--- src/rtl/mem_port_arbiter.sv ---
// mem_port_arbiter: lets the instruction-fetch port (I) and the data port (D)
// share one single-ported memory. Only one transaction is in flight at a time.
// D has priority over I, and a starvation guard lets a waiting I through.
// Ports:
//   CLK, RST    clock and synchronous active-high reset
//   I_*         fetch port: REQ/ADDR in; GNT, RVALID, RDATA out
//   D_*         data port: REQ/RW/ADDR/WDATA in; GNT, DONE, RDATA out
//   M_*         memory port: REQ/RW/ADDR/WDATA out; RDATA in
module mem_port_arbiter #(
    parameter int AW         = 30,
    parameter int DW         = 32,
    parameter int MEM_LAT    = 1,
    parameter int STARVE_MAX = 4
) (
    input  logic          CLK,
    input  logic          RST,
    input  logic          I_REQ,
    input  logic [AW-1:0] I_ADDR,
    output logic          I_GNT,
    output logic          I_RVALID,
    output logic [DW-1:0] I_RDATA,
    input  logic          D_REQ,
    input  logic          D_RW,
    input  logic [AW-1:0] D_ADDR,
    input  logic [DW-1:0] D_WDATA,
    output logic          D_GNT,
    output logic          D_DONE,
    output logic [DW-1:0] D_RDATA,
    output logic          M_REQ,
    output logic          M_RW,
    output logic [AW-1:0] M_ADDR,
    output logic [DW-1:0] M_WDATA,
    input  logic [DW-1:0] M_RDATA
);
    localparam int SW = $clog2(STARVE_MAX + 1);
    localparam int LW = $clog2(MEM_LAT + 1);

    localparam logic [SW-1:0] STARVE_TOP = SW'(STARVE_MAX);
    localparam logic [LW-1:0] LAT_LOAD   = LW'(MEM_LAT);
    localparam logic [LW-1:0] LAT_LAST   = LW'(1);

    localparam logic [1:0] ST_IDLE   = 2'd0;
    localparam logic [1:0] ST_ISSUE  = 2'd1;
    localparam logic [1:0] ST_WAIT   = 2'd2;
    localparam logic [1:0] ST_RETURN = 2'd3;

    logic [1:0]    state_q, state_d;
    logic [SW-1:0] starve_q, starve_d;
    logic [LW-1:0] wait_q, wait_d;
    // Owner of the in-flight access: 1 = D port, 0 = I port.
    logic          src_d_q, src_d_d;
    logic          rw_q, rw_d;
    logic [AW-1:0] addr_q, addr_d;
    logic [DW-1:0] wdata_q, wdata_d;
    logic [DW-1:0] i_rdata_q, i_rdata_d;
    logic [DW-1:0] d_rdata_q, d_rdata_d;

    logic arb_ok;
    logic d_win;
    logic i_win;
    logic capture;

    // RETURN arbitrates like IDLE so reads can run back-to-back.
    // I overrides D only once D has been granted STARVE_MAX times in a row
    // while I was waiting.
    always_comb begin
        arb_ok = !RST && ((state_q == ST_IDLE) || (state_q == ST_RETURN));
        d_win  = arb_ok && D_REQ && !(I_REQ && (starve_q == STARVE_TOP));
        i_win  = arb_ok && I_REQ && !d_win;
    end

    always_comb begin
        state_d   = state_q;
        starve_d  = starve_q;
        wait_d    = wait_q;
        src_d_d   = src_d_q;
        rw_d      = rw_q;
        addr_d    = addr_q;
        wdata_d   = wdata_q;
        i_rdata_d = i_rdata_q;
        d_rdata_d = d_rdata_q;
        capture   = (state_q == ST_WAIT) && (wait_q == LAT_LAST);

        unique case (state_q)
            ST_IDLE, ST_RETURN: begin
                state_d = ST_IDLE;
                if (d_win || i_win) begin
                    state_d = ST_ISSUE;
                    src_d_d = d_win;
                    rw_d    = d_win && D_RW;
                    addr_d  = d_win ? D_ADDR : I_ADDR;
                    wdata_d = d_win ? D_WDATA : '0;
                    if (d_win && I_REQ) begin
                        if (starve_q != STARVE_TOP) begin
                            starve_d = starve_q + 1'b1;
                        end
                    end else begin
                        starve_d = '0;
                    end
                end
            end
            ST_ISSUE: begin
                wait_d  = LAT_LOAD;
                state_d = rw_q ? ST_RETURN : ST_WAIT;
            end
            ST_WAIT: begin
                if (capture) begin
                    state_d = ST_RETURN;
                    if (src_d_q) begin
                        d_rdata_d = M_RDATA;
                    end else begin
                        i_rdata_d = M_RDATA;
                    end
                end else begin
                    wait_d = wait_q - 1'b1;
                end
            end
            default: state_d = ST_IDLE;
        endcase
    end

    always_ff @(posedge CLK) begin
        if (RST) begin
            state_q   <= ST_IDLE;
            starve_q  <= '0;
            wait_q    <= '0;
            src_d_q   <= 1'b0;
            rw_q      <= 1'b0;
            addr_q    <= '0;
            wdata_q   <= '0;
            i_rdata_q <= '0;
            d_rdata_q <= '0;
        end else begin
            state_q   <= state_d;
            starve_q  <= starve_d;
            wait_q    <= wait_d;
            src_d_q   <= src_d_d;
            rw_q      <= rw_d;
            addr_q    <= addr_d;
            wdata_q   <= wdata_d;
            i_rdata_q <= i_rdata_d;
            d_rdata_q <= d_rdata_d;
        end
    end

    // The command registers are exposed only in ISSUE so the memory bus
    // reads as all-zero whenever no strobe is present.
    always_comb begin
        I_GNT    = i_win;
        D_GNT    = d_win;
        I_RVALID = (state_q == ST_RETURN) && !src_d_q;
        D_DONE   = (state_q == ST_RETURN) && src_d_q;
        I_RDATA  = i_rdata_q;
        D_RDATA  = d_rdata_q;
        M_REQ    = (state_q == ST_ISSUE);
        M_RW     = M_REQ && rw_q;
        M_ADDR   = M_REQ ? addr_q : '0;
        M_WDATA  = M_REQ ? wdata_q : '0;
    end
endmodule
--- config.mk ---
export PLATFORM = sky130hd
export DESIGN_NAME = mem_port_arbiter
export DESIGN_NICKNAME = d
export VERILOG_FILES = /design/src/rtl/mem_port_arbiter.sv
export SDC_FILE = /design/constraint.sdc
export NUM_CORES = 1
export LEC_CHECK = 0
export ABC_AREA = 1
export BUFFER_PORTS_ARGS = -buffer_cell sky130_fd_sc_hd__buf_4
export CAP_MARGIN = 10
export CORE_UTILIZATION = 50
export DETAILED_ROUTE_END_ITERATION = 7
export GPL_TIMING_DRIVEN = 0
export PLACE_DENSITY_LB_ADDON = 0.15
export SYNTH_ARGS = -nofsm -noshare
export SYNTH_HDL_FRONTEND = slang
export SYNTH_SLANG_ARGS = --single-unit
--- constraint.sdc ---
create_clock -name CLK -period 4.4 [get_ports CLK]
set_input_delay 0.66 -clock CLK [delete_from_list [all_inputs] [get_ports CLK]]
set_output_delay 0.66 -clock CLK [all_outputs]
set_load 0.02 [all_outputs]
==> results of run 1 <==
[area by class of cell]
type,instances,area (sq um)
well taps,143,179
repair buffers,259,1940
multi-input cells,574,2520
inverters,138,523
flip-flops and latches,134,2680
clock buffers,20,457
clock inverters,12,151
plain buffers,57,277
fillers,950,2840
[synthesized netlist by cell type (6+ instances only)]
cell	instances
a21oi_2	10
clkbuf_1	26
nand2_2	10
nand3_1	34
dfxtp_1	134
nor2_1	133
buf_2	17
inv_1	136
nand2_1	250
a21oi_1	61
buf_1	6
o21ai_0	65
[power groups by stage]
stage / registers (mW) / clock network, mW / logic [mW]
floorplan: 1.42 / 0 / 0.475
global placement: 1.40 / 0 / 0.784
detailed placement: 1.40 / 0 / 0.793
CTS: 1.38 / 1.46 / 0.804
global route: 1.39 / 1.53 / 0.894
finish: 1.38 / 1.45 / 0.800
[how the worst max path moves through the flow]
stage	endpoint	slack (ns)
CTS	M_ADDR[4]	1.50
detailed placement	M_WDATA[22]	1.95
floorplan	I_GNT	2.25
global placement	M_ADDR[4]	1.97
finish	M_WDATA[31]	1.54
global route	M_WDATA[27]	1.36
[per-layer routing]
layer,wire length (um),vias up
met5,0,-
met4,343,0
met3,1480,27
met2,8290,241
met1,6740,2795
li1,-,3274
[state kept, by name, summed over array words and instances (netlist names)]
register	cells
D_RDATA	32
I_RDATA	32
wdata_q	32
addr_q	30
starve_q	3
state_q	2
rw_q	1
src_d_q	1
wait_q	1
[kinds of logic (layout without fill, tap and decap cells)]
kind of cell             after synthesis  in the layout  share of synthesized area (%)
flip-flops                           134            134                           44.7
AO/OA/AOI/OAI                        137            137                           12.2
XOR/XNOR                               1              1                          0.146
adder cells (fa/ha/maj)                5              5                           1.04
AND/OR/NAND/NOR                      431            431                           28.6
buffers and inverters                195            486                           13.3
[critical path, stage by stage (launching register included)]
cell	delay [ns]
dfxtp_1	0.38
ha_1	0.18
clkbuf_1	0.42
buf_1	0.46
nand2_1	0.10
inv_1	0.10
buf_4	0.14
[stage by stage]
step                setup slack [ns]  total power [mW]
finish                          1.54              3.63
global route                    1.36              3.81
floorplan                       2.25              1.90
CTS                             1.50              3.65
global placement                1.97              2.19
detailed placement              1.95              2.20
==> results.ini, run 1 <==
[critical_path]
r2r_cells = 10
crit_start = state_q[0]
rrSetupSlack_ns = 2.55
start_kind = flop
r2r_end = addr_q[2]
crit_arrival_ns = 2.20
crit_type = reg -> out
path_max_fanout = 10
worstReg2RegStart = state_q[0]
cp-end-kind = output pin
cp.required_ns = 3.74

[cells_and_area]
final_common_cell = buf_4
area_delta_synth_final_pct = 45.5
final_nets = 1315
antenna_cells = 0
fin_cells = 1337
drive_above_1_share_pct = 28.6
postLayoutCoreUtil_pct = 75.5
final_cell_mix = buf_4, nand2_1, inv_1, dfxtp_1, nor2_1
stdcell_area_sq_um = 8730

[grt]
grt_use_total_pct = 27.7
grt_first_pass_wirelength_mm = 27.6
met2_usage_pct = 47.3
grt_pass1_vias = 5879
met3_usage_pct = 9.47
met1_usage_pct = 31.7
gr-total-overflow = 0
antenna_found_initial = 0
grt_max_degree = 17
grt.busiest_layer = met2

[synth]
synth-seq-cells = 134
syn_area_sq_um = 6000
synth_area_per_cell_sq_um = 6.64
synthCells = 903
synth-seq-area-share_pct = 44.7
synth_top_area_share_pct = 44.7
ys.flop_type = dfxtp_1
async_flop_share_pct = 0
synth_edf_count = 0
syn_nets = 1037
ys_warn_count = 0
synth_area_leaders = dfxtp_1, nand2_1, inv_1, nor2_1, o21ai_0
ys_types = 22
synth_area_leader_cell = dfxtp_1

[floorplanning]
num_rows = 39
die_w_um = 112
die_y_um = 112
initial_core_util_pct = 51.9
core_sq_um = 11600
pin_count = 261
dieArea_sq_um = 12400

[clock_network]
cts_buffers = 17
hold_buffers = 0
cts_htree_levels = 4
ctsResizeCount = 0
cts.sinks = 134
cts_buffer_depth = 2
clkLatencyLatePin_ns = 0.42
cts_tree = built
cts_root_buf = clkbuf_16
path_clk_slew_ns = 0.06
postCtsSetupBuffers = 0

[placement]
place_area_sq_um = 8120
dp.cells = 1305
routabilityCongestion = 0.831
io_buffers = 259
dp_hpwl_mm = 12.4

[timing]
setup_violations = 0
final_hold_viol_count = 0
rsz0062_at_grt = no
tightest_slew_ns = 0.557
fmax_ghz = 0.349
finalClockSkew_ns = 0.00650
hold_ws_ns = 0.442
min_period_over_period_pct = 65.1
tns_ns = 0
period_minus_slack_ns = 2.86
maxSlewHeadroom_pct = 62.9
final_max_slew_viol_count = 0

[power_and_ir_drop]
internal_power_mw = 2.56
power_switching_mw = 1.07
p_leak_nw = 4.72
clkPwrFrac_pct = 40.0
vdd_drop_max_mv = 0.296
p_sw_share_pct = 29.5
pwr-share-comb_pct = 22.0
seqPwrFrac_pct = 38.0
p_per_area_nw_per_um2 = 416

[route]
drt_iter0_markers = 509
detail-route-antenna-nets = 0
via_per_inst = 4.74
drc = 16
wire_per_inst_um = 12.6
vias = 6337
wirelength_mm = 16.9
drt-pass1-iter-count = 7

[worst_hold_path]
worstHoldEndpoint = D_RDATA[1]
whs_path_depth = 2
min-delay-start = D_RDATA[1]
min_path_type = reg -> reg

[run]
maxCapViolations = 0

[status]
outcome = finished with violations
violations = DRC

(Power assumes the default switching activity.)
==> inputs of run 2 (changes only) <==
Settings changed: CORE_UTILIZATION 50 to 43.
Clock period 4.4 ns to 2.55 ns, I/O delays scaled along.
==> results.ini, run 2 (same netlist as run 1, synthesis figures left out) <==
[status]
outcome = finished clean  ; was finished with violations

[grt]
grt_use_total_pct = 23.8  ; was 27.7%
gr-total-overflow = 0  ; unchanged
grt_max_degree = 17  ; unchanged
antenna_found_initial = 0  ; unchanged
grt_first_pass_wirelength_mm = 27.4  ; was 27.6 mm
grt_pass1_vias = 5752  ; was 5879

[floorplanning]
initial_core_util_pct = 44.8  ; was 51.9%
die_w_um = 120  ; was 112 um
pin_count = 261  ; unchanged
num_rows = 42  ; was 39
dieArea_sq_um = 14400  ; was 12400 sq um
die_y_um = 120  ; was 112 um
core_sq_um = 13400  ; was 11600 sq um

[route]
drt-pass1-iter-count = 8  ; was 7
vias = 6206  ; was 6337
drc = 0  ; was 16
detail-route-antenna-nets = 0  ; unchanged
wire_per_inst_um = 12.3  ; was 12.6 um
via_per_inst = 4.53  ; was 4.74
drt_iter0_markers = 222  ; was 509
wirelength_mm = 16.9  ; about the same

[timing]
tightest_slew_ns = 0.569  ; was 0.557 ns
min_period_over_period_pct = 92.6
fmax_ghz = 0.423
final_max_slew_viol_count = 0  ; unchanged
maxSlewHeadroom_pct = 62.1  ; was 62.9%
tns_ns = 0  ; unchanged
setup_violations = 0  ; unchanged
final_hold_viol_count = 0  ; unchanged
worst_slack_ns = 0.188  ; was 1.54 ns
rsz0062_at_grt = no  ; unchanged
period_minus_slack_ns = 2.36
finalClockSkew_ns = 0.00866  ; was 0.00650 ns

[clock_network]
cts_htree_levels = 4  ; unchanged
cts_buffers = 17  ; unchanged
cts_root_buf = clkbuf_16  ; unchanged
cts.sinks = 134  ; unchanged
hold_buffers = 0  ; unchanged
path_clk_slew_ns = 0.06  ; about the same
clkLatencyLatePin_ns = 0.42  ; about the same
cts_buffer_depth = 2  ; unchanged
cts_tree = built  ; unchanged

[cells_and_area]
final_cell_mix = buf_4, nand2_1, inv_1, dfxtp_1, nor2_1  ; unchanged
final_nets = 1315  ; unchanged
area_delta_synth_final_pct = 46.6  ; was 45.5%
antenna_cells = 0  ; unchanged
final_common_cell = buf_4  ; unchanged
drive_above_1_share_pct = 29.1  ; was 28.6%
fillers = 1300  ; was 950

[power_and_ir_drop]
internal_power_mw = 4.44  ; was 2.56 mW
clkPwrFrac_pct = 40.4  ; was 40.0%
vdd_drop_max_mv = 0.496  ; was 0.296 mV
pwr-share-comb_pct = 21.7  ; was 22.0%
p_leak_nw = 4.74  ; was 4.72 nW
p_per_area_nw_per_um2 = 716  ; was 416 nW/um^2
power_switching_mw = 1.86  ; was 1.07 mW
seqPwrFrac_pct = 37.9  ; was 38.0%
finalPower_mw = 6.30  ; was 3.63 mW
p_sw_share_pct = 29.5  ; about the same

[critical_path]
worstReg2RegStart = state_q[0]  ; unchanged
r2r_end = addr_q[4]  ; was addr_q[2]
path_max_fanout = 10  ; unchanged
start_kind = flop  ; unchanged
r2r_cells = 10  ; unchanged
cp.required_ns = 2.17  ; was 3.74 ns
rrSetupSlack_ns = 0.77  ; was 2.55 ns
crit_arrival_ns = 1.98  ; was 2.20 ns
cp-end-kind = output pin  ; unchanged
crit_type = reg -> out  ; unchanged

[worst_hold_path]
min-delay-start = M_RDATA[20]  ; was D_RDATA[1]
worstHoldEndpoint = I_RDATA[20]  ; was D_RDATA[1]
whs_path_depth = 3  ; was 2
min_path_type = in -> reg  ; was reg -> reg

[placement]
routabilityCongestion = 0.788  ; was 0.831
io_buffers = 259  ; unchanged
post-place-ws_ns = 0.338  ; was 1.95 ns
dp_hpwl_mm = 12.7  ; was 12.4 mm

[run]
maxCapViolations = 0  ; unchanged

-- run 2: changes by cell type in the layout (fill, tap and decap cells not counted), moves of 2 or more --
cell and change:
clkinv_2 -3, clkbuf_2 +2, clkbuf_1 -3, buf_2 +3, inv_6 +2, buf_1 -3
-- run 2: power by group through the flow --
stage / Combinational (mW) / Sequential (mW) / Clock (mW)
after floorplan: 0.819 / 2.45 / 0
after global placement: 1.35 / 2.42 / 0
after detailed placement: 1.37 / 2.43 / 0
after CTS: 1.38 / 2.38 / 2.59
after global routing: 1.53 / 2.41 / 2.71
final: 1.37 / 2.38 / 2.55
-- run 2: final cells by class --
class	instances	area, sq um	share of cell area, %
Tap cell	176	220	2.50
Sequential cell	134	2680	30.5
Multi-Input combinational cell	574	2520	28.6
Timing Repair Buffer	259	1940	22.1
Buffer	57	283	3.22
Clock inverter	13	170	1.94
Inverter	138	523	5.95
Clock buffer	19	453	5.15
-- run 2: how the worst max path moves through the flow --
stage / from / endpoint / slack (ns) / cells after the start
after floorplan: state_q[0] / M_ADDR[0] / 0.73 / 5
after global placement: state_q[0] / M_ADDR[3] / 0.34 / 6
after detailed placement: state_q[0] / M_ADDR[6] / 0.34 / 6
after CTS: state_q[0] / M_WDATA[5] / 0.17 / 6
after global routing: state_q[0] / M_WDATA[18] / 0.006 / 6
final: state_q[0] / M_WDATA[13] / 0.19 / 6
-- run 2: what timing repair did --
action | in CTS | in global routing
resized for setup | 4 | 2
buffers inserted | 0 | 0
endpoints found under the setup margin | 59 | 6
-- run 2: stage by stage --
| stage | hold WS (ns) | area, sq um | std cells | utilization [%] |
|---|---|---|---|---|
| 3_5_place_dp | 0.436 | 8160 | 1338 | 60.9 |
| 4_1_cts | 0.180 | 8790 | 1370 | 65.6 |
| 2_1_floorplan | 0.440 | 6000 | 903 | - |
| 3_3_place_gp | 0.430 | 8160 | 1338 | 60.9 |
| 5_1_grt | 0.187 | 8790 | 1370 | 65.6 |
| 6_report | 0.192 | 8790 | 1370 | 65.6 |
-- run 2: routing by layer --
layer / track usage, % / part of all wire [%] / vias up
met5: 0 / 0 / -
met4: 7.73 / 1.2 / 0
met3: 8.89 / 8.3 / 16
met2: 40.4 / 49 / 193
met1: 27.5 / 41 / 2717
li1: - / - / 3280
-- run 2: worst max-delay path: stages, from the launching register on --
cell      delay (ns)
dfxtp_1         0.39
ha_1            0.19
clkbuf_2        0.25
buf_1           0.41
nand2_1         0.11
inv_1           0.08
buf_4           0.13
